File: config.mk
export PLATFORM = sky130hd
export DESIGN_NAME = sipo_rx
export DESIGN_NICKNAME = d
export VERILOG_FILES = /design/src/rtl/sipo_rx.sv
export SDC_FILE = /design/constraint.sdc
export NUM_CORES = 1
export LEC_CHECK = 0
export CAP_MARGIN = 20
export CORE_MARGIN = 4
export CORE_UTILIZATION = 45
export CTS_CLUSTER_SIZE = 40
export DETAILED_ROUTE_END_ITERATION = 16
export PLACE_DENSITY = 0.75
export SYNTH_ARGS = -nofsm -noshare
export SYNTH_HDL_FRONTEND = slang
export SYNTH_SLANG_ARGS = --single-unit
File: constraint.sdc
create_clock -name clk -period 1.9 [get_ports clk]
set_input_delay 0.38 -clock clk [delete_from_list [all_inputs] [get_ports clk]]
set_output_delay 0.38 -clock clk [all_outputs]
set_load 0.01 [all_outputs]
File: src/rtl/sipo_rx.sv
// Serial-in, parallel-out receiver: assembles framed serial bits into WIDTH-bit
// words and hands them to a parallel consumer over a valid/ready handshake.
module sipo_rx #(
   parameter int WIDTH     = 4,
   parameter int LSB_FIRST = 1
) (
   input  logic             clk,
   input  logic             rst,
   input  logic             s_in,
   input  logic             s_valid,
   input  logic             s_start,
   output logic [WIDTH-1:0] p_out,
   output logic             p_valid,
   input  logic             p_ready,
   output logic             busy,
   output logic             frame_err,
   output logic             overrun,
   input  logic             clr_ovr
);

   localparam int CW = $clog2(WIDTH) + 1;
   localparam logic [CW-1:0] LAST_IDX = CW'(WIDTH - 1);

   typedef enum logic {IDLE, SHIFT} state_t;

   state_t           state_q, state_d;
   logic [CW-1:0]    cnt_q, cnt_d;
   logic [WIDTH-1:0] shreg_q, shreg_d;
   logic [WIDTH-1:0] p_out_q, p_out_d;
   logic             p_valid_q, p_valid_d;
   logic             frame_err_q, frame_err_d;
   logic             overrun_q, overrun_d;

   logic [WIDTH-1:0] word;
   logic [CW-1:0]    bit_idx;
   logic [CW-1:0]    phys_idx;
   logic             complete;

   // Merge the incoming bit into the word; a start bit begins from an empty word.
   always_comb begin
      word     = (state_q == SHIFT && !s_start) ? shreg_q : '0;
      bit_idx  = s_start ? '0 : cnt_q;
      phys_idx = (LSB_FIRST != 0) ? bit_idx : (LAST_IDX - bit_idx);
      for (int i = 0; i < WIDTH; i++) begin
         if (CW'(i) == phys_idx) word[i] = s_in;
      end
   end

   always_comb begin
      state_d     = state_q;
      cnt_d       = cnt_q;
      shreg_d     = shreg_q;
      p_out_d     = p_out_q;
      p_valid_d   = p_valid_q;
      frame_err_d = 1'b0;
      overrun_d   = overrun_q;
      complete    = 1'b0;

      case (state_q)
         IDLE: begin
            if (s_valid && s_start) begin
               shreg_d = word;
               cnt_d   = CW'(1);
               state_d = SHIFT;
            end
         end
         SHIFT: begin
            if (s_valid) begin
               if (s_start) begin
                  frame_err_d = 1'b1;
                  shreg_d     = word;
                  cnt_d       = CW'(1);
               end else if (cnt_q == LAST_IDX) begin
                  complete = 1'b1;
                  shreg_d  = '0;
                  cnt_d    = '0;
                  state_d  = IDLE;
               end else begin
                  shreg_d = word;
                  cnt_d   = cnt_q + CW'(1);
               end
            end
         end
         default: state_d = IDLE;
      endcase

      // A completed word is accepted only if the output slot is free or draining now.
      if (complete) begin
         if (!p_valid_q || p_ready) begin
            p_out_d   = word;
            p_valid_d = 1'b1;
         end else begin
            overrun_d = 1'b1;
         end
      end else if (p_valid_q && p_ready) begin
         p_valid_d = 1'b0;
      end

      if (clr_ovr && !(complete && p_valid_q && !p_ready)) overrun_d = 1'b0;
   end

   always_ff @(posedge clk or posedge rst) begin
      if (rst) begin
         state_q     <= IDLE;
         cnt_q       <= '0;
         shreg_q     <= '0;
         p_out_q     <= '0;
         p_valid_q   <= 1'b0;
         frame_err_q <= 1'b0;
         overrun_q   <= 1'b0;
      end else begin
         state_q     <= state_d;
         cnt_q       <= cnt_d;
         shreg_q     <= shreg_d;
         p_out_q     <= p_out_d;
         p_valid_q   <= p_valid_d;
         frame_err_q <= frame_err_d;
         overrun_q   <= overrun_d;
      end
   end

   assign p_out     = p_out_q;
   assign p_valid   = p_valid_q;
   assign busy      = (state_q == SHIFT);
   assign frame_err = frame_err_q;
   assign overrun   = overrun_q;

endmodule
After elaboration in Yosys (flattened, before gate mapping)
Cells that the tools add are included.
- $add $sub $neg: 1
- multipliers: 0
- div/mod/pow operators: 0
- order comparisons: 0
- eq/ne operators: 8
- shift-type cells: 0
- mux-type cells: 34
- bitwise logic cells: 1
- reductions and logical operators: 18
- operator list (kind ; count):
    1-bit two-way mux ; 21
    4-bit two-way mux ; 5
    3-bit two-way mux ; 5
    4-bit one-hot mux with 2 select lines ; 1
    2-bit AND reduction ; 4
    2-bit by 3-bit equality test with 1-bit output, first input constant ; 2
    1-bit logical AND ; 6
    3-bit one-hot mux with 2 select lines ; 1
    1-bit logical NOT ; 4
    2-bit by 1-bit inequality test with 1-bit output, second input constant ; 2
    2-bit inequality test, second input constant ; 2
    2-bit nonzero test ; 2
    3-bit by 1-bit adder with 3-bit output, second input constant ; 1
    1-bit by 3-bit equality test with 1-bit output, first input constant ; 1
    3-bit by 2-bit equality test with 1-bit output, second input constant ; 1
    3-bit logical NOT ; 1
    1-bit one-hot mux with 2 select lines ; 1
    1-bit logical OR ; 1
    1-bit NOT ; 1
- register bits: 15
- bits in latches: 0
- memory bits (writable): 0
- ROM bits: 0
- input port bits: 7
- output and inout port bits: 8
- logic and storage cells: 69
- memories kept: 0

Longest topological paths before layout
Gate-level depths: netlist of the first run.
- depth in word-level cells: 11
- mapped depth: 5
- mapped depth without buffers: 4

Least setup slack after synthesis of the first run
OpenSTA, ideal clock, no wires.
- kind: flip-flop to flip-flop
- start point: reg cnt_q[0]
- end point: reg shreg_q[0]
- setup time: 82 ps
- data arrival time: 1444 ps
- data required time: 1818 ps
- setup slack: 374 ps
- cell stages (with the launch flop): 6
- path buffers: 1
- period minus slack after synthesis: 1526 ps
- path through: dfrtp_1 -> ha_1 -> nor2b_1 -> buf_6 -> or4_1 -> o211ai_2
- word-level cells in the longest chain between the ends: 7
- elaborated cells on any way between the ends: 9
- those cells by class: eq/ne (1); mux (7); reduce/logical (1)
- ends and longest elaborated chain (item ; RTL line ; RTL):
    from (decl) ; 27 ; logic [CW-1:0] cnt_q, cnt_d;
    from (signal assigned) ; 113 ; cnt_q <= cnt_d;
    3-bit two-way mux ; 42 ; bit_idx = s_start ? '0 : cnt_q;
    3-bit logical NOT ; 45 ; if (CW'(i) == phys_idx) word[i] = s_in;
    1-bit two-way mux ; 45 ;
    4-bit two-way mux ; 73 ; end else if (cnt_q == LAST_IDX) begin
    4-bit two-way mux ; 69 ; if (s_start) begin
    4-bit two-way mux ; 68 ; if (s_valid) begin
    4-bit one-hot mux with 2 select lines (*) ; 59 ; case (state_q)
    to (signal assigned) ; 114 ; shreg_q <= shreg_d;
    to (decl) ; 28 ; logic [WIDTH-1:0] shreg_q, shreg_d;
Every way passes the cells marked *; elsewhere a longest branch is shown, timed or not. The select of a mux whose other input is x is not followed.
A chain may end at the register's enable or synchronous reset.

Worst setup path in the final report of the first run
- start point: reg state_q (netlist: busy)
- end point: out busy
- RTL lines (item ; RTL line ; RTL):
    from (decl) ; 26 ; state_t state_q, state_d;
    from (signal assigned) ; 112 ; state_q <= state_d;
    to (decl) ; 15 ; output logic busy,
No word-level cell between the ends.

==> results of run 1 <==
## cell usage in the layout (no fill, tap or decap)
cell type	instances
or4b_4	2
a21o_1	1
and3_2	1
or4_1	1
o22ai_1	4
o2111ai_1	1
a22o_1	2
nor3_1	1
nand2b_1	2
a31oi_1	8
dfrtp_1	15
clkdlybuf4s50_1	14
a31o_2	1
inv_1	6
nand4bb_1	2
clkinv_2	1
mux2i_1	3
and3_1	1
clkbuf_4	3
nor2_1	1
nand3_1	1
o211ai_2	1
nor2b_1	1
a21boi_0	1
o21ai_0	2
and3b_1	4
ha_1	1
or3b_2	1
a21oi_1	5
nand2_1	4
buf_4	6
## registers in the layout, indices dropped and copies added, names as in the netlist
signal,count
busy,1
p_out,4
shreg_q,4
p_valid,1
cnt_q,3
frame_err,1
overrun,1
## report_power, final
part	internal [mW]	total (mW)	leakage, nW	switching [mW]
Combinational	0.229	0.415	0.261	0.187
Sequential	0.398	0.458	0.190	0.0600
Clock	0.0782	0.182	0.0177	0.104
Total	0.705	1.06	0.469	0.351
## per-layer routing
metal,vias up,part of all wire [%]
met5,-,0
met4,0,2.5
met3,4,6.4
met2,23,45
met1,320,46
li1,332,-
## through the flow
| stage | total power [mW] | util [%] | instances |
|---|---|---|---|
| floorplan | 0.700 | - | 78 |
| finish | 1.06 | 59.7 | 122 |
| detailed placement | 0.884 | 58.1 | 118 |
| global route | 1.13 | 59.7 | 122 |
| CTS | 1.07 | 59.7 | 122 |
| global placement | 0.874 | 58.1 | 118 |
## cell families after synthesis
group                    count (synthesis)  synth area share [%]
AO/OA/AOI/OAI                           26                  21.4
AND/OR/NAND/NOR                         22                  20.2
flip-flops                              15                  46.6
buffers and inverters                   11                  6.52
multiplexers                             3                  3.73
adder cells (fa/ha/maj)                  1                  1.55
## worst max path at each step
stage	startpoint	to	slack (ns)	depth (start not counted)
floorplan	cnt_q[0]$_DFFE_PP0P_	shreg_q[0]$_DFFE_PP0P_	0.37	5
global placement	s_start	shreg_q[2]$_DFFE_PP0P_	0.02	4
detailed placement	s_start	shreg_q[1]$_DFFE_PP0P_	-0.009	4
CTS	busy$_DFF_PP0_	busy	0.10	1
global route	cnt_q[1]$_DFFE_PP0P_	p_out[0]$_DFFE_PP0P_	0.03	4
finish	busy$_DFF_PP0_	busy	0.12	1
## cell type report
type                       count  area [um2]  area share [%]
multi-input combinational     52         378            37.1
sequential                    15         375            36.8
timing repair buffer          20         185            18.2
tap                           25        31.3            3.07
clock buffer                   3        22.5            2.21
inverter                       6        22.5            2.21
clock inverter                 1        5.00           0.491
==> results.yml, run 1 <==
floorplanning:
  coreArea_um2: 1710
  dieArea_um2: 2530
  initial_core_util_pct: 47.2
  ios: 15
  die_h_um: 50.3
  die-width_um: 50.3
  rows: 15
cells_and_area:
  fillers: 159
  n_antenna_cell: 0
  drive_gt1_share_pct: 16.5
  stdcell_area_um2: 1020
  area_growth_pct: 26.6
  num-nets-final: 106
route:
  vias: 679
  drt-initial-drc-count: 19
  wl_mm: 1.70
  wl_per_cell_um: 13.9
  viasPerCell: 5.57
  drc_errors: 0
  drt-pass1-iter-count: 4
  postRouteAntennaNets: 0
critical_path:
  cp-end-kind: "primary output"
  max_stage_delay_ns: 0.60
  crit_chain: "clkdlybuf4s50_1"
  start_kind: "flop"
  crit_arrival_ns: 1.40
  rr_endpoint: "p_out[0]$_DFFE_PP0P_"
  worstSetupPathType: "reg -> out"
  reg2reg_depth: 4
  critical_path_buf_inv_count: 1
  cp_data_required_time_ns: 1.52
  cp_slowest_cell: "clkdlybuf4s50_1"
  r2r-start: "cnt_q[1]$_DFFE_PP0P_"
  crit_path_max_fanout: 9
  critical_path.top_delay_family: "buffers and inverters"
  rrSetupSlack_ns: 0.25
sta:
  fin_crit_ns: 1.78
  fin_crit_sh_pct: 93.9
  fin_skew_ns: 0.00375
  slew-limit-headroom_pct: 61.3
  setup_violations: 0
  drv_slew: 0
  final_hold_viol_count: 0
  tightestPinTransition_ns: 0.580
  whs_ns: 0.444
  fin_ws_ns: 0.117
  grt_setup_unrepaired: "false"
  totalNegativeSetupSlack_ns: 0
  fmaxAchievable_mhz: 561
synthesis:
  ys_types: 30
  syn_nets: 86
  yosysWarnings: 0
  synthArstFlopShare_pct: 100
  ys_ff_latch: 15
  synthFlopType: "dfrtp_1"
  ys_seq_area_share_pct: 46.6
  synth_area_leader_cell: "dfrtp_1"
  syn_inst: 78
  synth-edff-count: 0
  synth.area.top_cells: "dfrtp_1, a31oi_1, and3b_1, mux2i_1, or4b_4"
  synth_commonest_cells: "dfrtp_1, a31oi_1, inv_1, a21oi_1"
  post-synth-top-count-cell: "dfrtp_1"
  syn_avg_cell_area_um2: 10.3
  syn_area_um2: 806
  synth_top_area_share_pct: 46.6
cts:
  clk_path_buf_depth: 2
  root_buffer: "clkbuf_4"
  htreeDepth: 1
  cts_tree: "done"
  clk_latency_ns: 0.28
  cts_resized: 0
  postCtsSetupBuffers: 0
  clkTransAtPathRegs_ns: 0.09
  cts_made_buffers: 3
  hold_buffers: 0
  clock-sinks: 15
place:
  io_buffers: 14
  gp_congestion: 0.839
  place_ws_ns: -0.00933
  dpl-instance-area_um2: 992
  dp_hpwl_mm: 1.27
global_route:
  antenna_found_initial: 0
  grt_max_degree: 16
  grt_pass1_vias: 635
  grt_pass1_wl_mm: 2.94
  grt_busiest_layer: "met2"
  grtUsageTotal_pct: 15.3
  grtUsageMet3_pct: 3.26
  met2_usage_pct: 24.3
  met1_usage_pct: 19.4
  globalRoute.totalOverflow: 0
flow_run:
  maxCapViolCount: 0
pwr:
  leakagePower_nw: 0.469
  irDropWorstVdd_v: 0.000766
  powerDensity_nw_per_um2: 1040
min_path:
  hp-class: "in -> async"
status:
  status: "finished clean"
No activity file was read; power rests on OpenSTA's default activity.
==> inputs of run 2 (changes only) <==
--- a/config.mk
+++ b/config.mk
@@ -7,10 +7,10 @@
 export LEC_CHECK = 0
 export CAP_MARGIN = 20
 export CORE_MARGIN = 4
-export CORE_UTILIZATION = 45
+export CORE_UTILIZATION = 49
 export CTS_CLUSTER_SIZE = 40
 export DETAILED_ROUTE_END_ITERATION = 16
-export PLACE_DENSITY = 0.75
+export PLACE_DENSITY = 0.81
 export SYNTH_ARGS = -nofsm -noshare
 export SYNTH_HDL_FRONTEND = slang
 export SYNTH_SLANG_ARGS = --single-unit
==> results.yml, run 2 (synthesis results as in run 1) <==
status:
  status: "finished clean"
place:
  io_buffers: 14
  dp_hpwl_mm: 1.31
  place_ws_ns: -0.0147
  place_inst: 110
  gp_congestion: 0.848
critical_path:
  crit_path_max_fanout: 9
  max_stage_delay_ns: 0.58
  cp_slowest_cell: "or4b_4"
  critical_path_buf_inv_count: 1
  worstSetupPathType: "in -> reg"
  crit_chain: "clkdlybuf4s50_1, or4b_4, a31oi_1, o22ai_1"
  crit_arrival_ns: 1.79
  r2r-start: "cnt_q[0]$_DFFE_PP0P_"
  start_kind: "input port"
  cp-end-kind: "flop"
  critical_path.top_delay_family: "simple AND/OR/NAND/NOR gates"
  critPathLaunch: "s_start"
  cp_data_required_time_ns: 2.05
flow_run:
  maxCapViolCount: 0
sta:
  drv_slew: 0
  fin_skew_ns: 0.00474
  fmaxAchievable_mhz: 611
  setup_violations: 0
  grt_setup_unrepaired: "false"
  fin_crit_sh_pct: 86.1
  fin_crit_ns: 1.64
  fin_ws_ns: 0.264
  final_hold_viol_count: 0
  slew-limit-headroom_pct: 62.9
  tightestPinTransition_ns: 0.556
route:
  drt-initial-drc-count: 16
  wl_per_cell_um: 15.4
  viasPerCell: 5.89
  drc_errors: 0
  drt-pass1-iter-count: 4
  postRouteAntennaNets: 0
  vias: 672
  wl_mm: 1.75
pwr:
  irDropWorstVdd_v: 0.000577
  powerDensity_nw_per_um2: 1040
  leakagePower_nw: 0.474
  finalPower_mw: 1.06
cts:
  cts_tree: "done"
  postCtsSetupBuffers: 0
  cts_resized: 0
  clock-sinks: 15
  htreeDepth: 1
  clk_path_buf_depth: 2
  clk_latency_ns: 0.29
  cts_made_buffers: 3
  root_buffer: "clkbuf_4"
  clkTransAtPathRegs_ns: 0.09
  hold_buffers: 0
floorplanning:
  ios: 15
  rows: 14
  dieArea_um2: 2360
  coreArea_um2: 1520
  die_h_um: 48.6
  initial_core_util_pct: 52.9
  die-width_um: 48.6
cells_and_area:
  num-nets-final: 107
  mostFrequentLayoutCell: "dfrtp_1"
  fillers: 126
  drive_gt1_share_pct: 17.3
  n_antenna_cell: 0
  area_growth_pct: 26.1
  final_util_pct: 66.7
  final_cell_count_no_fill: 114
  final_cell_mix: "dfrtp_1, clkdlybuf4s50_1, a31oi_1"
min_path:
  hp-class: "in -> async"
global_route:
  grt_pass1_vias: 670
  grt_pass1_wl_mm: 2.94
  grt_max_degree: 16
  globalRoute.totalOverflow: 0
  antenna_found_initial: 0
  grtUsageTotal_pct: 15.8
## run 2: changes by cell type in the layout (fill, tap and decap cells not counted), sizes merged
cell / delta
buf: +1
## run 2: worst reg2reg max path, cell delays in order, from the launching register on
cell and delay, ns:
dfrtp_1 0.45, ha_1 0.23, nor2b_1 0.43, and3_2 0.30, a31oi_1 0.10
## run 2: final timing paths
kind / end / slack, ns / cells after the start
min in group clk: shreg_q[3]$_DFFE_PP0P_ / 0.52 / 2
worst max-delay path: shreg_q[2]$_DFFE_PP0P_ / 0.26 / 4
worst max register to register: p_out[0]$_DFFE_PP0P_ / 0.28 / 4
worst min-delay path: p_out[1]$_DFFE_PP0P_ / 0.43 / 2
worst min register to register: shreg_q[3]$_DFFE_PP0P_ / 0.52 / 2
max in group asynchronous: cnt_q[2]$_DFFE_PP0P_ / 1.10 / 2
## run 2: layout make-up
type | count | area [um2] | share of cell area [%]
clock inverter | 1 | 5.00 | 0.493
timing repair buffer | 21 | 193 | 19.0
inverter | 6 | 22.5 | 2.22
multi-input combinational | 52 | 378 | 37.2
sequential | 15 | 375 | 36.9
clock buffer | 3 | 22.5 | 2.22
tap | 16 | 20.0 | 1.97
## run 2: power by group
group          internal, mW  total, mW  switching, mW
combinational         0.226      0.416          0.190
sequential            0.398      0.457         0.0592
clock                0.0783      0.183          0.104
## run 2: metal layers
metal	part of all wire, %	wire length [um]	GRT usage, %
met5	0	0	0
met4	2.3	40	9.87
met3	3.5	61	3.07
met1	45	797	19.8
met2	49	856	24.6
## run 2: metrics by stage
| step | hold WS, ns | TNS (ns) | cell area, um2 |
|---|---|---|---|
| global placement | 0.498 | 0 | 988 |
| CTS | 0.450 | 0 | 1020 |
| global route | 0.476 | 0 | 1020 |
| floorplan | 0.281 | 0 | 806 |
| detailed placement | 0.509 | -0.0147 | 988 |
| finish | 0.430 | 0 | 1020 |
==> inputs of run 3 (changes only) <==
--- a/config.mk
+++ b/config.mk
@@ -8,9 +8,11 @@
 export CAP_MARGIN = 20
 export CORE_MARGIN = 4
 export CORE_UTILIZATION = 49
+export CTS_CLUSTER_DIAMETER = 120
 export CTS_CLUSTER_SIZE = 40
 export DETAILED_ROUTE_END_ITERATION = 16
 export PLACE_DENSITY = 0.81
+export SKIP_CTS_REPAIR_TIMING = 1
 export SYNTH_ARGS = -nofsm -noshare
 export SYNTH_HDL_FRONTEND = slang
 export SYNTH_SLANG_ARGS = --single-unit
==> results of run 3 <==
Final layout, timing and power as in run 2 (identical DEF).
